$ cat config.mk
export PLATFORM = sky130hd
export DESIGN_NAME = imem_boot_loader
export DESIGN_NICKNAME = d
export VERILOG_FILES = /design/src/rtl/imem_boot_loader.sv
export SDC_FILE = /design/constraint.sdc
export NUM_CORES = 1
export LEC_CHECK = 0
export BUFFER_PORTS_ARGS = -buffer_cell sky130_fd_sc_hd__buf_2
export CAP_MARGIN = 0
export CORE_MARGIN = 5
export CORE_UTILIZATION = 47
export CTS_BUF_LIST = sky130_fd_sc_hd__clkbuf_4
export CTS_CLUSTER_SIZE = 8
export DETAILED_ROUTE_END_ITERATION = 8
export PLACE_DENSITY = 0.81
export SKIP_LAST_GASP = 1
export SLEW_MARGIN = 20
export SYNTH_ARGS = -nofsm -noshare
export SYNTH_HDL_FRONTEND = slang
export SYNTH_SLANG_ARGS = --single-unit
$ cat constraint.sdc
create_clock -name CLK -period 2.2 [get_ports CLK]
set_input_delay 0.44 -clock CLK [delete_from_list [all_inputs] [get_ports CLK]]
set_output_delay 0.44 -clock CLK [all_outputs]
set_load 0.03 [all_outputs]
$ cat src/rtl/imem_boot_loader.sv
// rtl/imem_boot_loader.sv - byte-stream loader for the instruction memory; optional checksum via IMEM_LOADER_CHECKSUM_EN
module imem_boot_loader #(
  parameter int DEPTH  = 128,
  parameter int ADDR_W = 7
) (
  input  logic              CLK,
  input  logic              RST,
  input  logic              start,
  input  logic              byte_valid,
  input  logic [7:0]        byte_data,
  output logic              byte_ready,
  input  logic [31:0]       PC,
  output logic [ADDR_W-1:0] mem_addr,
  output logic [31:0]       mem_wdata,
  output logic              mem_we,
  output logic              cpu_hold,
  output logic              load_done,
  output logic              load_err,
  output logic [ADDR_W:0]   word_count
);

  typedef enum logic [2:0] {
    S_IDLE  = 3'd0,
    S_LEN0  = 3'd1,
    S_LEN1  = 3'd2,
    S_DATA  = 3'd3,
    S_WRITE = 3'd4,
    S_DONE  = 3'd5,
    S_ERR   = 3'd6
`ifdef IMEM_LOADER_CHECKSUM_EN
    ,
    S_CHK   = 3'd7
`endif
  } state_t;

  state_t            state;
  logic [15:0]       load_len;
  logic [1:0]        byte_idx;
  logic [ADDR_W-1:0] load_addr;
`ifdef IMEM_LOADER_CHECKSUM_EN
  logic [7:0]        xor_acc;
`endif

  logic              xfer;
  logic [15:0]       len_next;
  logic [ADDR_W:0]   wc_next;
  logic              last_word;
  logic              unused_pc;

  // Transfer qualifier, candidate length and the end-of-load test used by WRITE
  always_comb begin
    xfer      = byte_valid & byte_ready;
    len_next  = {byte_data, load_len[7:0]};
    wc_next   = word_count + 1'b1;
    last_word = ({{(15 - ADDR_W){1'b0}}, wc_next} == load_len);
    unused_pc = ^{PC[31:ADDR_W+2], PC[1:0]};
  end

  // Memory address mux: the CPU owns the port whenever it is not held
  always_comb begin
    mem_addr = load_addr;
    if (!cpu_hold) begin
      mem_addr = PC[ADDR_W+1:2];
    end
  end

  // Loader FSM; every output is registered alongside the state it belongs to
  always_ff @(posedge CLK) begin
    if (RST) begin
      state      <= S_IDLE;
      load_len   <= '0;
      byte_idx   <= '0;
      load_addr  <= '0;
      byte_ready <= 1'b0;
      mem_we     <= 1'b0;
      mem_wdata  <= '0;
      cpu_hold   <= 1'b0;
      load_done  <= 1'b0;
      load_err   <= 1'b0;
      word_count <= '0;
`ifdef IMEM_LOADER_CHECKSUM_EN
      xor_acc    <= '0;
`endif
    end else begin
      mem_we <= 1'b0;
      case (state)
        S_IDLE, S_DONE, S_ERR: begin
          if (start) begin
            state      <= S_LEN0;
            word_count <= '0;
            load_addr  <= '0;
            byte_idx   <= '0;
            cpu_hold   <= 1'b1;
            byte_ready <= 1'b1;
            load_done  <= 1'b0;
            load_err   <= 1'b0;
`ifdef IMEM_LOADER_CHECKSUM_EN
            xor_acc    <= '0;
`endif
          end
        end

        S_LEN0: begin
          if (xfer) begin
            load_len[7:0] <= byte_data;
            state         <= S_LEN1;
          end
        end

        S_LEN1: begin
          if (xfer) begin
            load_len[15:8] <= byte_data;
            // Rejecting oversize lengths here keeps the write address inside DEPTH
            if (len_next == 16'd0 || len_next > 16'(DEPTH)) begin
              state      <= S_ERR;
              byte_ready <= 1'b0;
              load_err   <= 1'b1;
            end else begin
              state <= S_DATA;
            end
          end
        end

        S_DATA: begin
          if (xfer) begin
            case (byte_idx)
              2'd0:    mem_wdata[7:0]   <= byte_data;
              2'd1:    mem_wdata[15:8]  <= byte_data;
              2'd2:    mem_wdata[23:16] <= byte_data;
              default: mem_wdata[31:24] <= byte_data;
            endcase
            byte_idx <= byte_idx + 1'b1;
`ifdef IMEM_LOADER_CHECKSUM_EN
            xor_acc  <= xor_acc ^ byte_data;
`endif
            if (byte_idx == 2'd3) begin
              state      <= S_WRITE;
              byte_ready <= 1'b0;
              mem_we     <= 1'b1;
            end
          end
        end

        S_WRITE: begin
          load_addr  <= load_addr + 1'b1;
          word_count <= wc_next;
          byte_ready <= 1'b1;
          if (last_word) begin
`ifdef IMEM_LOADER_CHECKSUM_EN
            state      <= S_CHK;
`else
            state      <= S_DONE;
            byte_ready <= 1'b0;
            cpu_hold   <= 1'b0;
            load_done  <= 1'b1;
`endif
          end else begin
            state <= S_DATA;
          end
        end

`ifdef IMEM_LOADER_CHECKSUM_EN
        S_CHK: begin
          if (xfer) begin
            byte_ready <= 1'b0;
            if (byte_data == xor_acc) begin
              state     <= S_DONE;
              cpu_hold  <= 1'b0;
              load_done <= 1'b1;
            end else begin
              state    <= S_ERR;
              load_err <= 1'b1;
            end
          end
        end
`endif

        default: begin
          state      <= S_IDLE;
          byte_ready <= 1'b0;
          cpu_hold   <= 1'b0;
        end
      endcase
    end
  end

endmodule

; Word level (Yosys, flattened, before mapping)
; Cells that the tools add are included.
[word_totals]
in_bits = 44
reg_bits = 73
elab_cells = 98
output_inout_bits = 52
[classes]
add_sub_neg = 3
n_eq_ne = 17
muxes = 32
bitwise = 6
n_lt_le_gt_ge = 1
reduce_logical = 24
[ops]
columns = cell, count
row1 = 2-to-1 mux 3 bit, 7
row2 = AND reduction 3 bit, 7
row3 = equality test 8 x 16 -> 1 bit, 1
row4 = "> comparator 16 x 8 -> 1 bit, second input constant", 1
row5 = logical NOT 16 bit, 1
row6 = one-hot mux 8 bit (2 select lines), 1
row7 = one-hot mux 3 bit (5 select lines), 1
row8 = 2-to-1 mux 7 bit, 2
row9 = "!= test 2 bit, second input constant", 7
row10 = one-hot mux 7 bit (2 select lines), 1
row11 = 2-to-1 mux 1 bit, 12
row12 = OR reduction 3 bit, 4
row13 = "equality test 3 bit, second input constant", 3
row14 = "adder 8 x 1 -> 8 bit, second input constant", 1
row15 = 2-to-1 mux 8 bit, 1
row16 = "adder 7 x 1 -> 7 bit, second input constant", 1
row17 = "equality test 3 x 2 -> 1 bit, second input constant", 2
row18 = AND reduction 2 bit, 3
row19 = AND reduction 6 bit, 1
row20 = nonzero test 2 bit, 3
row21 = NOT 1 bit, 5
row22 = one-hot mux 1 bit (5 select lines), 1
row23 = AND reduction 5 bit, 1
row24 = "equality test 2 bit, second input constant", 2
row25 = other kinds (12), 14

; Longest topological paths before layout
; Gate-level depths: netlist of run 1.
[logic_depth]
word_depth = 5
depth_mapped = 7
ltp_nobuf = 7

; Worst setup path after synthesis of run 1
; OpenSTA, ideal clock, no wires.
[synth_path]
path_type = reg-to-reg
start = register word_count[2]
end = register byte_ready
stages_incl_launch_ff = 8
period_less_slack_ns = 1.992
t_required_ns = 2.067
arrival_ns = 1.858
n_path_buf = 1
path_slack_ns = 0.208
setup_ns = 0.133
cell_sequence = dfxtp_1 > buf_4 > nand3_1 > nor3_1 > xnor2_1 > nand4b_1 > o31ai_1 > o22ai_1
[synth_via]
elab_chain_cells = 4
[synth_rtl]
columns = element, line_no
row1 = start: declaration, 19  ; output logic [ADDR_W:0] word_count
row2 = start signal: assignment, 146  ; word_count <= wc_next;
row3 = adder 8 x 1 -> 8 bit, 54  ; wc_next = word_count + 1'b1;
row4 = equality test 8 x 16 -> 1 bit, 55  ; last_word = ({{(15 - ADDR_W){1'b0}}, wc_next} == load_len);
row5 = 2-to-1 mux 1 bit, 148  ; if (last_word) begin
row6 = one-hot mux 1 bit (5 select lines), 86  ; case (state)
row7 = end signal: assignment, 94  ; byte_ready <= 1'b1;
row8 = end signal: assignment, 147  ; byte_ready <= 1'b1;
row9 = end signal: assignment, 153  ; byte_ready <= 1'b0;
row10 = end: declaration, 11  ; output logic byte_ready,
; No other way between the ends.
; A chain may end at the register's enable or synchronous reset.

; Final worst setup path of run 1
[layout_path]
start = register cpu_hold
end = output port mem_addr[3]
[layout_via]
elab_chain_cells = 1
[layout_rtl]
columns = element, line_no
row1 = start: declaration, 16  ; output logic cpu_hold,
row2 = start signal: assignment, 77  ; cpu_hold <= 1'b0;
row3 = start signal: assignment, 93  ; cpu_hold <= 1'b1;
row4 = start signal: assignment, 154  ; cpu_hold <= 1'b0;
row5 = 2-to-1 mux 7 bit, 62  ; if (!cpu_hold) begin
row6 = end: declaration, 13  ; output logic [ADDR_W-1:0] mem_addr,
; No other way between the ends.

==> impl_metrics.tcl, run 1 <==
set metrics [dict create \
    grt_start_max_net_pins 54 \
    worstPathArrival_ns 1.62 \
    place.detailed.hpwl_microns 6400 \
    dp_slack_ns 0.189 \
    cts_buffer_depth 2 \
    final_net_count 544 \
    ys_seq_elements 73 \
    critPathKind "flop to output pin" \
    setup_viol 0 \
    grt_pass1_wl_microns 14200 \
    ctsHtreeMaxLevel 3 \
    fin_cells 599 \
    die_h_microns 95.3 \
    p_sw_mw 1.34 \
    placed_cells 582 \
    numPortBuffers 70 \
    power_mw 3.37 \
    min_to "mem_wdata[0]" \
    timing.setup.tns_ns 0 \
    required_ns 1.76 \
    synth_top_cell_area_share_pct 42.8 \
    power_frac_comb_pct 30.4 \
    worst_pin_slew_ns 0.550 \
    final_cell_area_sq_um 4090 \
    final.setup_skew_ns 0.0143 \
    tritoncts "yes" \
    switching_share_pct 39.7 \
    post_drt_wl_per_cell_microns 15.1 \
    syn_avg_cell_area_sq_um 8.09 \
    drv_slew 0 \
    synth_cell_types 49 \
    hold_start "byte_data[0]" \
    final_layout_size_suffix_gt1_share_pct 24.2 \
    drtAntennaViolNets 0 \
    drt_iter0_drc 187 \
    yosysSeqAreaShare_pct 42.8 \
    fill_cells 626 \
    synth_ff_type "dfxtp_1" \
    first_global_vias 3062 \
    syn_nets 472 \
    leakagePower_nw 1.62 \
    cts_root_buf "clkbuf_4" \
    ios 96 \
    p_seq_share_pct 45.9 \
    critPathCaptureType "output pin" \
    routed_via_density 5.66 \
    power_density_nw_per_um2 824 \
    layout_setup_ws_ns 0.140 \
    hold_path_class "primary input to flop" \
    areaGrowthSynthToFinish_pct 19.7 \
    async_flop_share_pct 0 \
    synth_enable_flop_cells 0 \
    cts_buffers 9 \
    reg2reg_from "word_count[0]" \
    yosysMostFrequentCell "dfxtp_1" \
    fmax_mhz 485 \
    synthTopCellsByCount "73 x dfxtp_1, 55 x nand2_1, 52 x a21oi_1, 46 x nor2_1, 41 x nand3_1" \
    maxSlewHeadroom_pct 63.3 \
    finalCriticalPeriod_ns 2.06 \
    synth_top_area_cell "dfxtp_1" \
    core_sq_um 7180 \
    vias 3393 \
    first_pass_iters 5 \
    finalCritPeriodShare_pct 93.6 \
    ys_warn_count 0 \
    netlist_top_cells_area "dfxtp_1 43%, a21oi_1 7.6%, nand2_1 6.0%, nand3_1 6.0%, mux2i_1 5.3%" \
    intPower_mw 2.03 \
    syn_inst 422 \
    grt-ovfl-total 0 \
    clk_latency_ns 0.44 \
    ff2ff_path_depth 7 \
    critPathLaunchType "flop" \
    initial_core_util_pct 47.6 \
    grtUsageTotal_pct 20.1 \
    routed_wl_microns 9050 \
    die_area_sq_um 9070 \
    vdd_drop_max_uv 369 \
    rsz0062_at_grt "no" \
    cap_violations 0 \
    r2r-end "byte_ready" \
    crit_path_max_fanout 10 \
    netlist_area_sq_um 3420 \
    dpl-instance-area_sq_um 3950 \
    antenna_found_initial 0 \
    rows 31 \
    hold_viol_final 0 \
    path_clk_slew_ns 0.15 \
    gp_congestion 0.924 \
    cts_sinks 73 \
    regToRegSetupSlack_ns 0.23 \
    clock_power_share_pct 23.7 \
    drc 0 \
    whs_path_depth 3 \
    status "complete, no violations" \
    dieWidth_microns 95.3 \
]
-- through the flow --
step           util [%]  hold slack, ns
2_1_floorplan         -           0.442
3_3_place_gp       55.0           0.440
3_5_place_dp       55.0           0.443
4_1_cts            56.8           0.303
5_1_grt            57.0           0.318
6_report           57.0           0.320
-- cells by family (layout without fill, tap and decap cells) --
logic type / count (synthesis) / in the layout / share of synthesized area (%)
multiplexers: 25 / 25 / 7.58
other: 0 / 1 / 0
XOR/XNOR: 9 / 9 / 2.31
AO/OA/AOI/OAI: 94 / 94 / 16.4
AND/OR/NAND/NOR: 179 / 179 / 24.5
buffers and inverters: 36 / 113 / 4.29
flip-flops: 73 / 73 / 42.8
adder cells (fa/ha/maj): 6 / 6 / 2.20
-- critical path, cell delays in order (launching register included) --
cell	delay [ns]
dfxtp_1	0.61
mux2_2	0.40
buf_2	0.18
-- layer usage --
layer  part of all wire, %  vias to the layer above  wire, microns  track usage (%)
met5                     0                        -              0                0
met4                   4.0                        0            366             13.1
met3                   6.2                       34            561             2.84
met2                    49                      140           4450             32.7
met1                    41                     1595           3670             24.7
li1                      -                     1624              -                -
-- cell type report --
| cell class | instances | area (sq um) | area share (%) |
|---|---|---|---|
| Clock inverter | 7 | 60.1 | 1.47 |
| Sequential cell | 73 | 1460 | 35.7 |
| Tap cell | 99 | 124 | 3.03 |
| Timing Repair Buffer | 89 | 518 | 12.7 |
| Inverter | 8 | 30.0 | 0.734 |
| Multi-Input combinational cell | 313 | 1830 | 44.7 |
| Clock buffer | 9 | 67.6 | 1.65 |
| Antenna cell | 1 | 2.50 | 0.0612 |
-- worst max path at each step --
| stage | endpoint | slack, ns | startpoint | depth (start not counted) |
|---|---|---|---|---|
| after floorplan | byte_ready | 0.21 | word_count[2] | 7 |
| after global placement | state[2] | 0.20 | byte_data[4] | 7 |
| after detailed placement | state[2] | 0.19 | byte_data[4] | 7 |
| after CTS | mem_addr[3] | 0.12 | cpu_hold | 2 |
| after global routing | byte_ready | 0.05 | word_count[1] | 7 |
| final | mem_addr[3] | 0.14 | cpu_hold | 2 |
-- state kept, by name (all words and copies together), names as in the netlist, 2 cells and up --
name / cells
mem_wdata: 32
load_len: 16
word_count: 8
load_addr: 7
state: 3
byte_idx: 2
-- power by group through the flow --
stage | sequential (mW) | clock (mW) | combinational, mW
6_report | 1.55 | 0.799 | 1.02
4_1_cts | 1.54 | 0.811 | 1.00
3_5_place_dp | 1.57 | 0 | 0.998
3_3_place_gp | 1.56 | 0 | 0.964
2_1_floorplan | 1.54 | 0 | 0.719
5_1_grt | 1.57 | 0.870 | 1.11
-- cell usage in the layout (no fill, tap or decap), types with 4 or more instances in the layout --
master	synthesis	layout
a21oi_1	52	52
a311oi_1	6	6
and3_1	4	4
buf_2	6	70
buf_4	1	17
clkbuf_4	0	9
dfxtp_1	73	73
ha_1	6	6
inv_1	8	8
mux2_2	7	7
mux2i_1	18	18
nand2_1	55	55
nand3_1	41	41
nand3b_1	5	5
nor2_1	46	45
nor3_1	5	5
o21ai_0	14	14
xnor2_1	6	6
-- repair_timing --
item / in CTS / in global routing
resized for setup: 0 / 2
setup endpoints to repair: 0 / 2
setup buffers: 0 / 0
hold buffers: 0 / 0
(Power assumes the default switching activity.)
==> run 2, diff against run 1 <==
--- a/config.mk
+++ b/config.mk
@@ -8,11 +8,11 @@
 export BUFFER_PORTS_ARGS = -buffer_cell sky130_fd_sc_hd__buf_2
 export CAP_MARGIN = 0
 export CORE_MARGIN = 5
-export CORE_UTILIZATION = 47
+export CORE_UTILIZATION = 45
 export CTS_BUF_LIST = sky130_fd_sc_hd__clkbuf_4
 export CTS_CLUSTER_SIZE = 8
 export DETAILED_ROUTE_END_ITERATION = 8
-export PLACE_DENSITY = 0.81
+export PLACE_DENSITY = 0.78
 export SKIP_LAST_GASP = 1
 export SLEW_MARGIN = 20
 export SYNTH_ARGS = -nofsm -noshare
==> run 2 against run 1 <==
  * Register-to-register slack lost 0.07 ns
  * Die area up 4.0%
  * Utilization decreased by 1.0 points
  * Clock-buffer cell count stayed put
  * Clock skew up 0.0036 ns
  * Via count shrank 3.6%
  * Setup slack better by 0.016 ns
  * Fmax up 0.77%
  * Combinational power about the same
  * Clock power up 25%
  * Largest power group unchanged
==> impl_metrics.tcl, run 2 (synthesis results as in run 1) <==
set metrics [dict create \
    routed_via_density 5.48 \
    required_ns 2.51 \
    placed_cells 580 \
    finalCritPeriodShare_pct 92.9 \
    ctsHtreeMaxLevel 3 \
    die_h_microns 97.1 \
    register_area_sq_um 1460 \
    post_drt_wl_per_cell_microns 14.7 \
    place.detailed.hpwl_microns 6270 \
    worstPathArrival_ns 2.36 \
    switching_share_pct 36.6 \
    core_sq_um 7330 \
    grt_start_max_net_pins 52 \
    final_net_count 542 \
    crit_path_max_fanout 6 \
    power_frac_comb_pct 28.3 \
    grt-ovfl-total 0 \
    drc 0 \
    drt_iter0_drc 232 \
    cap_violations 0 \
    rows 31 \
    first_pass_iters 4 \
    multi_input_area_sq_um 1830 \
    initial_core_util_pct 46.6 \
    drtAntennaViolNets 0 \
    grt_pass1_wl_microns 14400 \
    ios 96 \
    final.setup_skew_ns 0.0179 \
    largest_registers "mem_wdata x32, load_len x16, word_count x8" \
    leakagePower_nw 1.64 \
    areaGrowthSynthToFinish_pct 20.2 \
    rsz0062_at_grt "no" \
    grtUsageTotal_pct 18.2 \
    status "complete, no violations" \
    first_global_vias 3049 \
    final_layout_size_suffix_gt1_share_pct 24.1 \
    cts_root_buf "clkbuf_4" \
    layout_setup_ws_ns 0.156 \
    p_seq_share_pct 43.4 \
    timing.setup.tns_ns 0 \
    numPortBuffers 70 \
    die_area_sq_um 9430 \
    tritoncts "yes" \
    intPower_mw 2.24 \
    ctsHoldBuffers 0 \
    final_cell_mix "73 x dfxtp_1, 70 x buf_2, 55 x nand2_1, 52 x a21oi_1, 45 x nor2_1" \
    antenna_found_initial 1 \
    final_cell_area_sq_um 4110 \
    hold_viol_final 0 \
    routed_wl_microns 8790 \
    largest_reg_flops 32 \
    maxSlewHeadroom_pct 60.8 \
    critPathKind "flop to flop" \
    final_common_cell "dfxtp_1" \
    critPathCaptureType "flop" \
    p_sw_mw 1.29 \
    setup_viol 0 \
    vias 3270 \
    dp_slack_ns 0.157 \
    drv_slew 0 \
    worst_pin_slew_ns 0.587 \
    path_clk_slew_ns 0.14 \
    finalCriticalPeriod_ns 2.04 \
    clk_latency_ns 0.43 \
    clock_power_share_pct 28.3 \
    vdd_drop_max_uv 376 \
    gp_congestion 0.869 \
    regMostFlops "mem_wdata" \
    dpl-instance-area_sq_um 3920 \
    cts_buffer_depth 2 \
    cts_buffers 9 \
    critPathLaunchType "flop" \
    fin_cells 597 \
    hold_path_class "primary input to flop" \
    cts_sinks 73 \
    power_density_nw_per_um2 858 \
    fill_cells 665 \
    dieWidth_microns 97.1 \
    fmax_mhz 489 \
]
-- run 2: cell count changes in the layout (fill, tap and decap cells not counted), moves of 2 or more --
cell        delta
clkinvlp_4     -3
bufinv_16      +2
clkinv_4       +2
inv_6          -2
-- run 2: critical path, cell delays in order (launching register included) --
cell      delay, ns
dfxtp_1        0.42
ha_1           0.29
and3_1         0.22
nand3_1        0.12
o22ai_1        0.17
nand4b_1       0.25
o31ai_2        0.34
o22ai_1        0.12
-- run 2: power by group through the flow --
stage                     combinational [mW]  clock (mW)  sequential [mW]
after floorplan                        0.719           0             1.54
after global placement                 0.955           0             1.55
after detailed placement               0.982           0             1.55
after CTS                              0.990        1.01             1.52
after global routing                    1.09        1.08             1.54
final                                  0.998       0.996             1.53
-- run 2: final timing paths --
| path | from | cells past startpoint | end | slack (ns) |
|---|---|---|---|---|
| setup / recovery | word_count[0] | 7 | byte_ready | 0.16 |
| hold / removal | byte_data[6] | 3 | mem_wdata[30] | 0.32 |
| setup reg to reg | word_count[0] | 7 | byte_ready | 0.16 |
| hold reg to reg | mem_wdata[12] | 2 | mem_wdata[12] | 0.46 |
-- run 2: timing repair --
| item | CTS | global route |
|---|---|---|
| hold endpoints to repair | 0 | 0 |
| gates resized for setup | 0 | 2 |
| setup endpoints to repair | 0 | 2 |
| buffers inserted | 0 | 0 |
-- run 2: per-stage QoR --
stage	hold slack, ns	total power [mW]	utilization [%]
2_1_floorplan	0.442	2.26	-
3_3_place_gp	0.441	2.50	53.5
3_5_place_dp	0.444	2.54	53.5
4_1_cts	0.306	3.53	55.8
5_1_grt	0.302	3.71	56.0
6_report	0.317	3.52	56.0
-- run 2: final cells by class --
cell class,instances,share of cell area (%)
multi-input cells,313,44.5
flip-flops and latches,73,35.6
repair buffers,87,11.9
well taps,99,3.02
clock inverters,7,2.50
clock buffers,9,1.65
inverters,8,0.731
diodes,1,0.0610
-- run 2: layer usage --
| layer | part of all wire [%] | global-route usage, % | vias up | wire, microns |
|---|---|---|---|---|
| met4 | 1.7 | 6.91 | 0 | 153 |
| met1 | 43 | 22.4 | 1543 | 3790 |
| met5 | 0 | 0 | - | 0 |
| li1 | - | - | 1628 | - |
| met3 | 4.2 | 3.95 | 15 | 365 |
| met2 | 51 | 30.8 | 84 | 4480 |
